<file path="config.mk">
export PLATFORM = sky130hd
export DESIGN_NAME = nios2_system_nios2_oci_dct_packer
export DESIGN_NICKNAME = d
export VERILOG_FILES = /design/src/rtl/nios2_oci_dct_pkg.sv /design/src/rtl/nios2_oci_dct_outreg.sv /design/src/rtl/nios2_system_nios2_oci_dct_packer.sv
export SDC_FILE = /design/constraint.sdc
export NUM_CORES = 1
export LEC_CHECK = 0
export BUFFER_PORTS_ARGS = -buffer_cell sky130_fd_sc_hd__buf_2
export CAP_MARGIN = 20
export CORE_MARGIN = 10
export CORE_UTILIZATION = 30
export CTS_BUF_LIST = sky130_fd_sc_hd__clkbuf_8
export DETAILED_ROUTE_END_ITERATION = 8
export SYNTH_ARGS = -nofsm -noshare
export SYNTH_HDL_FRONTEND = slang
export SYNTH_SLANG_ARGS = --single-unit
</file>
<file path="constraint.sdc">
create_clock -name clk -period 1.9 [get_ports clk]
set_clock_uncertainty 0.05 [all_clocks]
set_input_delay 0.38 -clock clk [delete_from_list [all_inputs] [get_ports clk]]
set_output_delay 0.38 -clock clk [all_outputs]
set_load 0.05 [all_outputs]
</file>
<file path="src/rtl/nios2_oci_dct_pkg.sv">
`default_nettype none
// ============================================================================
// Module   : nios2_oci_dct_pkg
// Brief    : Shared constants and word type for the DCT trace packer.
// Revision : 1.0
// ============================================================================
package nios2_oci_dct_pkg;

    localparam int DCT_DEPTH = 15;
    localparam int DCT_W     = 2 * DCT_DEPTH;

    localparam logic [3:0] DCT_CNT_MAX = 4'(DCT_DEPTH);

    localparam logic [1:0] DCT_NT   = 2'b01;
    localparam logic [1:0] DCT_TK   = 2'b10;
    localparam logic [1:0] DCT_SYNC = 2'b11;

    typedef struct packed {
        logic [DCT_W-1:0] buffer;
        logic [3:0]       count;
    } dct_word_t;

endpackage
`default_nettype wire

</file>
<file path="src/rtl/nios2_oci_dct_outreg.sv">
`default_nettype none
// ============================================================================
// Module   : nios2_oci_dct_outreg
// Brief    : One-entry valid/ready holding register; drain and reload may
//            happen in the same cycle.
// Revision : 1.0
// ============================================================================
module nios2_oci_dct_outreg
    import nios2_oci_dct_pkg::*;
(
    input  logic      clk,
    input  logic      reset,
    input  logic      load,
    input  dct_word_t load_word,
    input  logic      ready,
    output logic      valid,
    output dct_word_t word
);

    logic      valid_nxt;
    dct_word_t word_nxt;

    always_comb begin
        valid_nxt = valid;
        word_nxt  = word;
        // The producer only loads when the entry is empty or draining now.
        if (load) begin
            valid_nxt = 1'b1;
            word_nxt  = load_word;
        end else if (ready) begin
            valid_nxt = 1'b0;
        end
    end

    always_ff @(posedge clk) begin
        if (reset) begin
            valid <= 1'b0;
            word  <= '0;
        end else begin
            valid <= valid_nxt;
            word  <= word_nxt;
        end
    end

endmodule
`default_nettype wire

</file>
<file path="src/rtl/nios2_system_nios2_oci_dct_packer.sv">
`default_nettype none
// ============================================================================
// Module   : nios2_system_nios2_oci_dct_packer
// Brief    : Packs 2-bit branch-direction codes into 15-slot DCT words.
// Revision : 1.0
// ============================================================================
module nios2_system_nios2_oci_dct_packer
    import nios2_oci_dct_pkg::*;
(
    input  logic             clk,
    input  logic             reset,
    input  logic             trace_enable,
    input  logic             code_valid,
    input  logic [1:0]       code,
    input  logic             flush,
    output logic [DCT_W-1:0] dct_buffer,
    output logic [3:0]       dct_count,
    output logic             dct_valid,
    input  logic             dct_ready,
    output logic             overflow,
    input  logic             overflow_clr
);

    logic [DCT_W-1:0] acc_buf, acc_buf_nxt, post_buf;
    logic [3:0]       acc_cnt, acc_cnt_nxt, post_cnt;
    logic             flush_pend, flush_pend_nxt;
    logic             te_q;
    logic             overflow_q;
    logic             code_ok, te_fall, full, out_free, pend_req, emit, drop;
    dct_word_t        emit_word, out_word;

    always_comb begin
        code_ok  = trace_enable & code_valid & (code != 2'b00);
        te_fall  = te_q & ~trace_enable;
        full     = (acc_cnt == DCT_CNT_MAX);
        out_free = ~dct_valid | dct_ready;

        post_buf = acc_buf;
        post_cnt = acc_cnt;
        if (code_ok && !full) begin
            post_buf = acc_buf | (DCT_W'(code) << {acc_cnt, 1'b0});
            post_cnt = acc_cnt + 4'd1;
        end

        pend_req = flush | flush_pend | te_fall;
        emit     = out_free & ((post_cnt == DCT_CNT_MAX) | (pend_req & (post_cnt != 4'd0)));
        drop     = code_ok & full & ~out_free;

        emit_word.buffer = post_buf;
        emit_word.count  = post_cnt;

        acc_buf_nxt    = post_buf;
        acc_cnt_nxt    = post_cnt;
        flush_pend_nxt = pend_req & (post_cnt != 4'd0);
        if (emit) begin
            // A full accumulator emits as-is; a code arriving that cycle
            // starts the next word in slot 0.
            if (full && code_ok) begin
                acc_buf_nxt    = DCT_W'(code);
                acc_cnt_nxt    = 4'd1;
                flush_pend_nxt = flush;
            end else begin
                acc_buf_nxt    = '0;
                acc_cnt_nxt    = 4'd0;
                flush_pend_nxt = 1'b0;
            end
        end
    end

    always_ff @(posedge clk) begin
        if (reset) begin
            acc_buf    <= '0;
            acc_cnt    <= 4'd0;
            flush_pend <= 1'b0;
            te_q       <= 1'b0;
            overflow_q <= 1'b0;
        end else begin
            acc_buf    <= acc_buf_nxt;
            acc_cnt    <= acc_cnt_nxt;
            flush_pend <= flush_pend_nxt;
            te_q       <= trace_enable;
            if (drop) begin
                overflow_q <= 1'b1;
            end else if (overflow_clr) begin
                overflow_q <= 1'b0;
            end
        end
    end

    nios2_oci_dct_outreg u_outreg (
        .clk       (clk),
        .reset     (reset),
        .load      (emit),
        .load_word (emit_word),
        .ready     (dct_ready),
        .valid     (dct_valid),
        .word      (out_word)
    );

    assign dct_buffer = out_word.buffer;
    assign dct_count  = out_word.count;
    assign overflow   = overflow_q;

endmodule
`default_nettype wire
</file>
Word level (Yosys, flattened, before mapping)

Index checks and enable logic that the tools add are counted.

Reduce and logical (&&, ||, !) cells: 7
$add $sub $neg: 1
Muxes and demuxes: 12
Shift-type cells: 1
Bitwise gates (word level): 15
Equal/unequal tests: 2

Operator list:

| cell                                         | count |
|---|---|
| 2-to-1 mux 30 bit                            | 2 |
| bitwise OR 30 bit                            | 1 |
| left shift 2 x 5 -> 30 bit                   | 1 |
| == test 4 bit (second input constant)        | 2 |
| 2-to-1 mux 4 bit                             | 2 |
| bitwise AND 1 bit                            | 7 |
| 2-to-1 mux 1 bit                             | 7 |
| nonzero test 2 bit                           | 3 |
| adder 4 x 1 -> 4 bit (second input constant) | 1 |
| bitwise OR 1 bit                             | 4 |
| nonzero test 4 bit                           | 1 |
| inverter 1 bit                               | 3 |
| logical AND 1 bit                            | 2 |
| 2-to-1 mux 2 bit                             | 1 |
| zero test 1 bit                              | 1 |

Word-level logic and storage cells: 46
Register bits: 72

Longest topological paths before layout

Gate-level depths: netlist of the first run.

Depth after elaboration: 9
Mapped depth: 9
Mapped depth without buffers: 6

Hierarchy

From an unflattened synthesis of the first run, not the netlist that was laid out.

Cell total of the unflattened synthesis: 289
Area, all modules: 3020.4 µm²

By module, submodules not included:

| module                            | seq. area each (µm²) | cells each | instances | area an instance (µm²) |
|---|---|---|---|---|
| nios2_system_nios2_oci_dct_packer | 740.7                | 175        | 1         | 1747.9 |
| nios2_oci_dct_outreg              | 700.7                | 114        | 1         | 1272.5 |

Worst setup path after synthesis of the first run

No wires, ideal clock.

Path kind: flip-flop to flip-flop
Start: register u_outreg.valid
End: register u_outreg.word[14] (netlist bit)
Cell stages (with the launch flop): 7
Required time: 1729 ps
Buffers on the path: 1
Path slack: -207 ps
Arrival time: 1936 ps
Period minus slack after synthesis: 2107 ps
Cell sequence: dfxtp_1 -> nor2b_1 -> nor2_1 -> a221oi_4 -> a21oi_4 -> buf_6 -> mux2_4

Cells in the longest elaborated chain, start to end: 3

RTL lines:

| item                     | RTL line                                | RTL |
|---|---|---|
| start: declaration       | nios2_oci_dct_outreg.sv:16              | `output logic valid,` |
| start signal: assignment | nios2_oci_dct_outreg.sv:40              | `valid <= valid_nxt;` |
| inverter 1 bit           | nios2_system_nios2_oci_dct_packer.sv:36 | `out_free = ~dct_valid \| dct_ready;` |
| bitwise OR 1 bit         | nios2_system_nios2_oci_dct_packer.sv:36 |  |
| bitwise AND 1 bit        | nios2_system_nios2_oci_dct_packer.sv:46 | `emit = out_free & ((post_cnt == DCT_CNT_MAX) \| (pend_req & (post_cnt != 4'd0)));` |
| end signal: assignment   | nios2_oci_dct_outreg.sv:41              | `word <= word_nxt;` |
| end: declaration         | nios2_oci_dct_outreg.sv:17              | `output dct_word_t word` |

No other way between the ends.
A chain may end at the register's enable or synchronous reset.

Worst setup path after layout of the first run

Start: register acc_cnt[0]
End: register u_outreg.word[10] (netlist bit)

Cells in the longest elaborated chain, start to end: 8
Elaborated cells between the ends (all ways): 13
Classes of those cells: add/sub: 1; eq/ne: 2; shift: 1; mux: 2; bitwise: 4; reduce/logical: 3

RTL lines:

| item                                                         | RTL line                                | RTL |
|---|---|---|
| start: declaration                                           | nios2_system_nios2_oci_dct_packer.sv:25 | `logic [3:0] acc_cnt, acc_cnt_nxt, post_cnt;` |
| start signal: assignment                                     | nios2_system_nios2_oci_dct_packer.sv:79 | `acc_cnt <= acc_cnt_nxt;` |
| branches (longest 8 deep; another with adder 4 x 1 -> 4 bit) | n/a                                     |  |

Parallel ways; which one is timed is not known.

==> flow_metrics.env, run 1 <==
export IMPL_row_cnt=37
export IMPL_timing_critical_path_arrival_ns=2.19
export IMPL_drt_pre_antenna_iters=4
export IMPL_synth_area_leaders="dfxtp_1 44%, nor3_2 7.1%, o32ai_1 4.3%"
export IMPL_proportion_of_synthesized_flip_flops_having_asynchronous_set_or_reset_pct=0
export IMPL_htree_levels=3
export IMPL_origin_of_the_worst_setup_path="acc_cnt[0]"
export IMPL_post_route_drc_count=0
export IMPL_final_core_util_pct=42.13
export IMPL_numPlacedInstances=524
export IMPL_outcome="complete, but fails checks"
export IMPL_grt_pass1_vias=2712
export IMPL_synth_nets=332
export IMPL_worst_path_dominant_cell_family="simple AND/OR/NAND/NOR gates"
export IMPL_gpl_final_weighted_congestion=0.8672
export IMPL_tightest_slew_ns=0.5367
export IMPL_i_o_pin_count=45
export IMPL_drive_gt1_share_pct=44.90
export IMPL_power_density_cell_area_mw_per_mm2=763.6
export IMPL_critPathKind="reg2reg"
export IMPL_r2r_start="acc_cnt[0]"
export IMPL_start_kind="register"
export IMPL_coreArea_sq_mm=0.01042
export IMPL_synthesis_area_per_instance_sq_um=10.06
export IMPL_power_leakage_nw=1.737
export IMPL_total_power_mw=3.351
export IMPL_ys_types=54
export IMPL_postSynthRegisterBits=72
export IMPL_number_of_instances_in_the_synthesized_netlist=322
export IMPL_ys_seq_area_share_pct=44.50
export IMPL_via_density_per_instance=4.989
export IMPL_finalWorstPathRequiredPeriod_ns=1.975
export IMPL_numCtsBuffers=9
export IMPL_critPathBufInv=2
export IMPL_ir_drop_worst_case_vdd_uv=383.5
export IMPL_vias=2734
export IMPL_timing_rr_end="u_outreg.word[10]"
export IMPL_mostFrequentLayoutCell="dfxtp_1"
export IMPL_final_instance_count_excl_fillers=548
export IMPL_cts_root_buffer_cell="clkbuf_8"
export IMPL_crit_chain="ha_4, or4b_4, o21ai_4, a21oi_4, buf_12, buf_12, o32ai_2"
export IMPL_layout_setup_ws_ns=-0.07547
export IMPL_synth_enable_flop_cells=0
export IMPL_timing_critical_path_slowest_stage_cell="or4b_4"
export IMPL_rsz0062_at_grt="yes"
export IMPL_globalRoute_totalOverflow=0
export IMPL_final_worst_path_period_share_pct=104.0
export IMPL_die_area_sq_mm=0.01535
export IMPL_n_antenna_cell=0
export IMPL_tritoncts="yes"
export IMPL_detailedPlace_worstSlack_ns=-0.1723
export IMPL_antenna_found_initial=0
export IMPL_grt_usage_pct=11.24
export IMPL_setup_worst_path_end="u_outreg.word[10]"
export IMPL_drtAntennaViolNets=0
export IMPL_fmax_mhz=506.2
export IMPL_cp_num_cells=7
export IMPL_area_delta_synth_final_pct=35.46
export IMPL_cts_hold_repair_buffers=0
export IMPL_fin_nets=417
export IMPL_starting_utilization_of_the_core_area_pct=31.10
export IMPL_cts_reportedPaths_clkPinSlew_ns=0.08
export IMPL_mappedNetlistArea_sq_mm=0.003239
export IMPL_first_iter_violations=130
export IMPL_max_slew_margin_rel_pct=64.22
export IMPL_cpMostUsedCell="buf_12"
export IMPL_reg2regPathDepth=7
export IMPL_grt_first_pass_wirelength_mm=13.73
export IMPL_dp_hpwl_mm=5.939
export IMPL_yosys_area_top_type_share_pct=44.50
export IMPL_failing_checks="negative setup slack"
export IMPL_floorplan_die_width_um=123.9
export IMPL_worst_skew_pair_late_latency_ns=0.35
export IMPL_worst_hold_slack_ns=0.2447
export IMPL_critical_path_peak_fanout=18
export IMPL_final_max_slew_viol_count=0
export IMPL_drv_max_cap_violation_count=0
export IMPL_floorplan_die_height_um=123.9
export IMPL_hold_path_class="in2reg"
export IMPL_setup_viol=31
export IMPL_yosys_warnings=0
export IMPL_clockBufferDepth=2
export IMPL_drt_wirelength_per_cell_um=15.72
export IMPL_pin_count_of_the_biggest_net_entering_global_routing=26
export IMPL_cts_sinks=72
export IMPL_final_hold_violation_count=0
export IMPL_leading_cell_types_in_the_layout_fill_and_taps_excluded="69 x dfxtp_1, 51 x buf_4, 45 x buf_2, 23 x nor3_2, 22 x nor2_1"
export IMPL_final_wl_mm=8.617
export IMPL_rrSetupSlack_ns=-0.08
export IMPL_timing_critical_path_to_type="register"
export IMPL_worst_path_largest_cell_delay_ns=0.56
export IMPL_worst_path_required_time_ns=2.12
export IMPL_synth_main_ff_cell="dfxtp_1"
export IMPL_buffer_ports_inserted=44
export IMPL_synth_area_leader_cell="dfxtp_1"
-- power by group --
group | leakage [nW] | switching (mW) | internal, mW
clock network | 0.118 | 0.586 | 0.862
registers | 0.582 | 0.00602 | 1.52
logic | 1.04 | 0.216 | 0.162
-- per-layer routing --
layer | vias up | track usage (%) | part of all wire [%]
li1 | 1336 | - | -
met1 | 1335 | 13.49 | 43
met2 | 52 | 18.48 | 50
met3 | 11 | 3.484 | 5.3
met4 | 0 | 4.317 | 1.7
met5 | - | 0 | 0
-- cell families (layout without fill, tap and decap cells) --
| kind of cell | Yosys count | in the layout | share of synthesized area, % |
|---|---|---|---|
| DFF | 72 | 72 | 44.50 |
| and+or+nand+nor | 112 | 112 | 22.02 |
| AOI/OAI and AO/OA | 68 | 68 | 17.42 |
| muxes | 19 | 19 | 6.837 |
| adders and majority gates | 1 | 1 | 0.3862 |
| xor gates and xnor gates | 2 | 2 | 0.5408 |
| buffers and inverters | 48 | 138 | 8.304 |
-- Yosys cell counts, drive strengths merged (2+ instances only) --
master  count
o32ai      16
and3        3
nor2       23
and2        4
mux2        7
inv        17
clkbuf     13
nor2b      12
a31oi      21
o21ai       6
a22oi       2
nand2b      2
buf        18
mux2i      12
nor3       25
o211ai      2
nor3b       2
a32oi       5
dfxtp      72
a41oi       3
or3        16
nand3       4
a21oi       3
nand2      17
-- sequential cells by signal, indices dropped and copies added (netlist names) --
register / cells
acc_cnt: 4
u_outreg.word: 34
acc_buf: 30
flush_pend: 1
overflow: 1
u_outreg.valid: 1
te_q: 1
-- area by class of cell --
class / instances / area [sq um]
repair buffers: 105 / 780.7
inverters: 17 / 63.81
well taps: 136 / 170.2
fillers: 1033 / 6028
multi-input cells: 202 / 1689
clock buffers: 9 / 123.9
clock inverters: 7 / 112.6
flip-flops and latches: 72 / 1448
-- repair_timing --
action	CTS	global route
gates cloned	0	3
setup endpoints to repair	62	60
pin swaps	3	3
buffers inserted	3	2
gates resized for setup	7	19
-- how the worst min path moves through the flow --
| stage | startpoint | to | slack [ns] | depth (start not counted) |
|---|---|---|---|---|
| 2_1_floorplan | acc_buf[24] | acc_buf[24] | 0.39 | 2 |
| 3_3_place_gp | u_outreg.word[32] | u_outreg.word[32] | 0.39 | 2 |
| 3_5_place_dp | u_outreg.word[2] | u_outreg.word[2] | 0.39 | 2 |
| 4_1_cts | trace_enable | te_q | 0.23 | 2 |
| 5_1_grt | trace_enable | te_q | 0.25 | 2 |
| 6_report | trace_enable | te_q | 0.24 | 2 |
-- per-stage QoR --
stage / instance area (sq um) / setup TNS, ns
2_1_floorplan: 3284 / -1.736
3_3_place_gp: 3904 / -6.646
3_5_place_dp: 3904 / -7.156
4_1_cts: 4212 / -0.6307
5_1_grt: 4388 / -4.851
6_report: 4388 / -1.243
No activity file was read; power rests on OpenSTA's default activity.
==> inputs of run 2 (changes only) <==
Settings changed: BUFFER_PORTS_ARGS -buffer_cell sky130_fd_sc_hd__buf_2 to not set, DONT_BUFFER_PORTS set to 1.
Clock period 1.9 ns to 2.3 ns, I/O delays scaled along.
==> run 2 against run 1 <==
Effect of this change:
- total power is 30% lower
- critical endpoint is now u_outreg.word[24]
- the flow now finishes without violations
- via count shrank 12%
- global-route usage shrank 0.59 points
- final cell count fell by 16%
- flip-flop and latch count unchanged
==> flow_metrics.env, run 2 (same netlist as run 1, synthesis figures left out) <==
export IMPL_outcome="complete, no violations"
export IMPL_worst_path_required_time_ns=2.49
export IMPL_fmax_mhz=470.4
export IMPL_die_area_sq_mm=0.01535
export IMPL_drt_pre_antenna_iters=4
export IMPL_critPathKind="reg2reg"
export IMPL_pin_count_of_the_biggest_net_entering_global_routing=80
export IMPL_setup_viol=0
export IMPL_area_delta_synth_final_pct=9.540
export IMPL_numCtsBuffers=9
export IMPL_power_leakage_nw=1.208
export IMPL_final_worst_path_period_share_pct=92.43
export IMPL_dp_hpwl_mm=5.469
export IMPL_wl_met2_mm=3.645
export IMPL_worst_skew_pair_late_latency_ns=0.36
export IMPL_crit_chain="ha_1, nand2_1, a211oi_2, a221oi_4, a21oi_4, buf_12, mux2_1"
export IMPL_critical_path_peak_fanout=8
export IMPL_timing_critical_path_slowest_stage_cell="a211oi_2"
export IMPL_multi_input_comb_area_sq_mm=0.001529
export IMPL_n_antenna_cell=0
export IMPL_rrSetupSlack_ns=0.17
export IMPL_timing_critical_path_to_type="register"
export IMPL_final_max_slew_viol_count=0
export IMPL_via_density_per_instance=5.206
export IMPL_gpl_final_weighted_congestion=0.8699
export IMPL_setup_worst_path_end="u_outreg.word[24]"
export IMPL_drtAntennaViolNets=0
export IMPL_htree_levels=3
export IMPL_post_cts_resized=0
export IMPL_post_route_drc_count=0
export IMPL_min_from="reset"
export IMPL_grt_usage_pct=10.65
export IMPL_power_density_cell_area_mw_per_mm2=659.4
export IMPL_tightest_slew_ns=0.6289
export IMPL_critPathBufInv=1
export IMPL_mostFrequentLayoutCell="dfxtp_1"
export IMPL_start_kind="register"
export IMPL_wl_met1_mm=3.319
export IMPL_clockBufferDepth=2
export IMPL_floorplan_die_height_um=123.9
export IMPL_coreArea_sq_mm=0.01042
export IMPL_first_iter_violations=200
export IMPL_cts_hold_repair_buffers=0
export IMPL_tritoncts="yes"
export IMPL_met3_wirelength_um=825
export IMPL_cts_root_buffer_cell="clkbuf_8"
export IMPL_drt_wirelength_per_cell_um=17.15
export IMPL_worst_path_largest_cell_delay_ns=0.37
export IMPL_place_area_sq_mm=0.003377
export IMPL_starting_utilization_of_the_core_area_pct=31.10
export IMPL_cts_sinks=72
export IMPL_grt_first_pass_wirelength_mm=12.90
export IMPL_timing_critical_path_arrival_ns=2.32
export IMPL_grt_pass1_vias=2381
export IMPL_register_with_the_highest_flop_count="u_outreg.word"
export IMPL_floorplan_die_width_um=123.9
export IMPL_top_regs="u_outreg.word: 34 flops, acc_buf: 30 flops, acc_cnt: 4 flops"
export IMPL_final_hold_violation_count=0
export IMPL_top_signal_layer_used="met4"
export IMPL_timing_rr_end="u_outreg.word[24]"
export IMPL_cts_reportedPaths_clkPinSlew_ns=0.08
export IMPL_r2r_start="acc_cnt[1]"
export IMPL_finalWorstPathRequiredPeriod_ns=2.126
export IMPL_buffer_ports_inserted=0
export IMPL_leading_cell_types_in_the_layout_fill_and_taps_excluded="72 x dfxtp_1, 23 x nor3_2, 22 x nor2_1, 21 x a31oi_1"
export IMPL_cp_num_cells=7
export IMPL_ir_drop_worst_case_vdd_uv=245.0
export IMPL_reg2regPathDepth=7
export IMPL_cts_setup_buffers=0
export IMPL_drive_gt1_share_pct=22.77
export IMPL_hold_path_class="in2reg"
export IMPL_largest_register_ff_count=34
export IMPL_row_cnt=37
export IMPL_layout_cell_area_non_filler_sq_mm=0.003548
export IMPL_drv_max_cap_violation_count=0
export IMPL_final_wl_mm=7.907
export IMPL_register_area_sq_mm=0.001441
export IMPL_antenna_found_initial=0
export IMPL_origin_of_the_worst_setup_path="acc_cnt[1]"
export IMPL_rsz0062_at_grt="no"
export IMPL_nFillCells=1082
export IMPL_setup_tns_ns=0
export IMPL_globalRoute_totalOverflow=0
export IMPL_max_slew_margin_rel_pct=57.92
export IMPL_i_o_pin_count=45
export IMPL_fin_nets=330
export IMPL_worst_path_dominant_cell_family="compound AO/OA/AOI/OAI gates"
export IMPL_vias=2400
[run 2: power breakdown]
part | internal, mW | total [mW] | leakage, nW | switching [mW]
clock network | 0.390 | 0.892 | 0.0854 | 0.502
registers | 1.25 | 1.26 | 0.580 | 0.00943
logic | 0.0691 | 0.185 | 0.542 | 0.116
[run 2: how the worst min path moves through the flow]
stage	endpoint	slack, ns	depth (start not counted)
after CTS	acc_buf[11]	0.11	1
after floorplan	acc_buf[24]	0.39	2
after global placement	acc_buf[21]	0.41	2
after detailed placement	acc_buf[6]	0.42	2
after global routing	acc_buf[10]	0.10	1
final	acc_buf[11]	0.12	1
[run 2: per-stage QoR]
step	cells	util, %	power (mW)	hold slack, ns	setup WS, ns
final	461	34.07	2.340	0.1189	0.1741
after global routing	461	34.07	2.438	0.1015	0.06264
after CTS	461	34.07	2.365	0.1126	0.2018
after detailed placement	445	32.42	1.477	0.4190	0.2312
after global placement	445	32.42	1.474	0.4102	0.2489
after floorplan	322	-	1.460	0.3924	0.1888
[run 2: routing by layer]
| layer | global-route usage (%) | up-vias |
|---|---|---|
| met1 | 12.84 | 1162 |
| li1 | - | 1169 |
| met2 | 16.13 | 59 |
| met3 | 4.932 | 10 |
| met4 | 4.317 | 0 |
| met5 | 0 | - |
[run 2: layout make-up]
type,count,area share [%]
Sequential cell,72,40.62
Clock inverter,7,1.340
Timing Repair Buffer,18,4.866
Tap cell,136,4.795
Clock buffer,9,3.491
Multi-Input combinational cell,202,43.09
Inverter,17,1.798
==> inputs of run 3 (changes only) <==
Clock period 2.3 ns to 2.4 ns, I/O delays scaled along.
==> run 3 against run 2 <==
Effect of this change:
- maximum frequency about the same
- cell area up 0.18%
- core utilization up 0.060 points
- hold slack better by 0.037 ns
- critical endpoint is now u_outreg.word[28]
- largest power group unchanged
==> flow_metrics.env, run 3 (same netlist as run 1, synthesis figures left out) <==
export IMPL_worst_path_required_time_ns=2.62
export IMPL_max_slew_margin_rel_pct=58.08
export IMPL_cts_root_buffer_cell="clkbuf_8"
export IMPL_cts_hold_repair_buffers=0
export IMPL_row_cnt=37
export IMPL_drtAntennaViolNets=0
export IMPL_p_seq_share_pct=51.2
export IMPL_worst_skew_pair_late_latency_ns=0.34
export IMPL_buffer_ports_inserted=0
export IMPL_drt_wirelength_per_cell_um=16.95
export IMPL_grt_pass1_vias=2398
export IMPL_gr_usage_met2_pct=16.16
export IMPL_vias=2373
export IMPL_tritoncts="yes"
export IMPL_i_o_pin_count=45
export IMPL_drv_max_cap_violation_count=0
export IMPL_power_leakage_nw=1.205
export IMPL_post_cts_resized=0
export IMPL_post_route_drc_count=0
export IMPL_n_antenna_cell=0
export IMPL_numCtsBuffers=9
export IMPL_starting_utilization_of_the_core_area_pct=31.10
export IMPL_grt_first_pass_wirelength_mm=12.67
export IMPL_register_with_the_highest_flop_count="u_outreg.word"
export IMPL_power_switching_fraction_pct=24.11
export IMPL_worst_path_dominant_cell_family="adder cells"
export IMPL_ir_drop_worst_case_vdd_uv=346.7
export IMPL_critPathKind="reg2reg"
export IMPL_grt_usage_pct=10.47
export IMPL_final_worst_path_period_share_pct=88.57
export IMPL_floorplan_die_width_um=123.9
export IMPL_final_max_slew_viol_count=0
export IMPL_globalRoute_totalOverflow=0
export IMPL_use_met3_pct=5.520
export IMPL_cts_setup_buffers=0
export IMPL_power_combinational_fraction_pct=7.2
export IMPL_final_wl_mm=7.765
export IMPL_rsz0062_at_grt="no"
export IMPL_htree_levels=3
export IMPL_final_instance_count_excl_fillers=458
export IMPL_critical_path_peak_fanout=44
export IMPL_cts_sinks=72
export IMPL_clockBufferDepth=2
export IMPL_grt_met1_usage_pct=12.67
export IMPL_final_core_util_pct=34.13
export IMPL_worst_path_largest_cell_delay_ns=0.35
export IMPL_cts_reportedPaths_clkPinSlew_ns=0.08
export IMPL_power_clock_fraction_pct=41.6
export IMPL_die_area_sq_mm=0.01535
export IMPL_timing_critical_path_to_type="register"
export IMPL_setup_tns_ns=0
export IMPL_pin_count_of_the_biggest_net_entering_global_routing=80
export IMPL_cell_internal_pwr_mw=1.794
export IMPL_leading_cell_types_in_the_layout_fill_and_taps_excluded="72 x dfxtp_1, 23 x nor3_2, 22 x nor2_1, 21 x a31oi_1"
export IMPL_area_delta_synth_final_pct=9.734
export IMPL_critPathBufInv=1
export IMPL_drt_pre_antenna_iters=4
export IMPL_place_area_sq_mm=0.003349
export IMPL_setup_viol=0
export IMPL_hold_path_class="in2reg"
export IMPL_floorplan_die_height_um=123.9
export IMPL_total_switching_power_mw=0.5701
export IMPL_busiest_layer_in_global_routing="met2"
export IMPL_tightest_slew_ns=0.6265
export IMPL_timing_critical_path_slowest_stage_cell="ha_1"
export IMPL_finalWorstPathRequiredPeriod_ns=2.126
export IMPL_via_density_per_instance=5.181
export IMPL_dp_hpwl_mm=5.432
export IMPL_numPlacedInstances=443
export IMPL_top_regs="u_outreg.word: 34 flops, acc_buf: 30 flops, acc_cnt: 4 flops"
export IMPL_first_iter_violations=171
export IMPL_coreArea_sq_mm=0.01042
export IMPL_mostFrequentLayoutCell="dfxtp_1"
export IMPL_fin_nets=328
export IMPL_final_hold_violation_count=0
export IMPL_power_density_cell_area_mw_per_mm2=665.2
export IMPL_largest_register_ff_count=34
export IMPL_fmax_mhz=470.5
export IMPL_antenna_found_initial=0
export IMPL_timing_critical_path_arrival_ns=2.35
export IMPL_gpl_final_weighted_congestion=0.8368
export IMPL_worst_hold_slack_ns=0.1558
export IMPL_crit_chain="ha_1, xnor2_1, nor3b_2, a221oi_4, a21oi_4, buf_12, mux2i_1"
export IMPL_start_kind="register"
export IMPL_outcome="complete, no violations"
export IMPL_layout_cell_area_non_filler_sq_mm=0.003555
export IMPL_drive_gt1_share_pct=22.05
-- run 3: cell types whose count changed in the layout (fill, tap and decap cells not counted) --
cell	delta
clkinv_2	-3
inv_6	-1
clkbuf_8	+2
buf_12	-1
bufinv_16	+1
buf_4	-1
-- run 3: per-layer routing --
metal  part of all wire (%)  wire length (um)  up-vias
li1                       -                 -     1154
met1                     42              3294     1149
met2                     46              3544       64
met3                     11               862        6
met4                   0.81                63        0
met5                      0                 0        -
-- run 3: layout make-up --
cell class | instances | area, sq um
Timing Repair Buffer | 16 | 145.1
Fill cell | 1074 | 6862
Tap cell | 136 | 170.2
Multi-Input combinational cell | 202 | 1529
Inverter | 17 | 63.81
Clock buffer | 11 | 151.4
Sequential cell | 72 | 1441
Clock inverter | 4 | 53.80
-- run 3: final timing paths --
check         startpoint                end  slack [ns]  cells past startpoint
max           acc_cnt[0]  u_outreg.word[28]        0.27                      7
min                reset        acc_buf[23]        0.16                      1
max reg2reg   acc_cnt[0]  u_outreg.word[28]        0.27                      7
min reg2reg  acc_buf[27]        acc_buf[27]        0.43                      2
-- run 3: power groups by stage --
stage	combinational (mW)	sequential (mW)	clock, mW
3_5_place_dp	0.170	1.24	0
3_3_place_gp	0.166	1.24	0
6_report	0.170	1.21	0.985
5_1_grt	0.184	1.21	1.06
4_1_cts	0.170	1.21	1.01
2_1_floorplan	0.156	1.24	0
-- run 3: worst register-to-register path, delay by kind of cell, from the launching register on --
family | cells | cell delay, ns
AO/OA/AOI/OAI | 2 | 0.35
XOR/XNOR | 1 | 0.13
adder cells (fa/ha/maj) | 1 | 0.35
buffers and inverters | 1 | 0.30
flip-flops | 1 | 0.34
multiplexers | 1 | 0.23
AND/OR/NAND/NOR | 1 | 0.33
-- run 3: stage by stage --
step / power, mW / setup slack, ns
floorplan: 1.399 / 0.2688
global placement: 1.404 / 0.2993
detailed placement: 1.408 / 0.2699
CTS: 2.394 / 0.2850
global route: 2.459 / 0.07536
finish: 2.365 / 0.2744
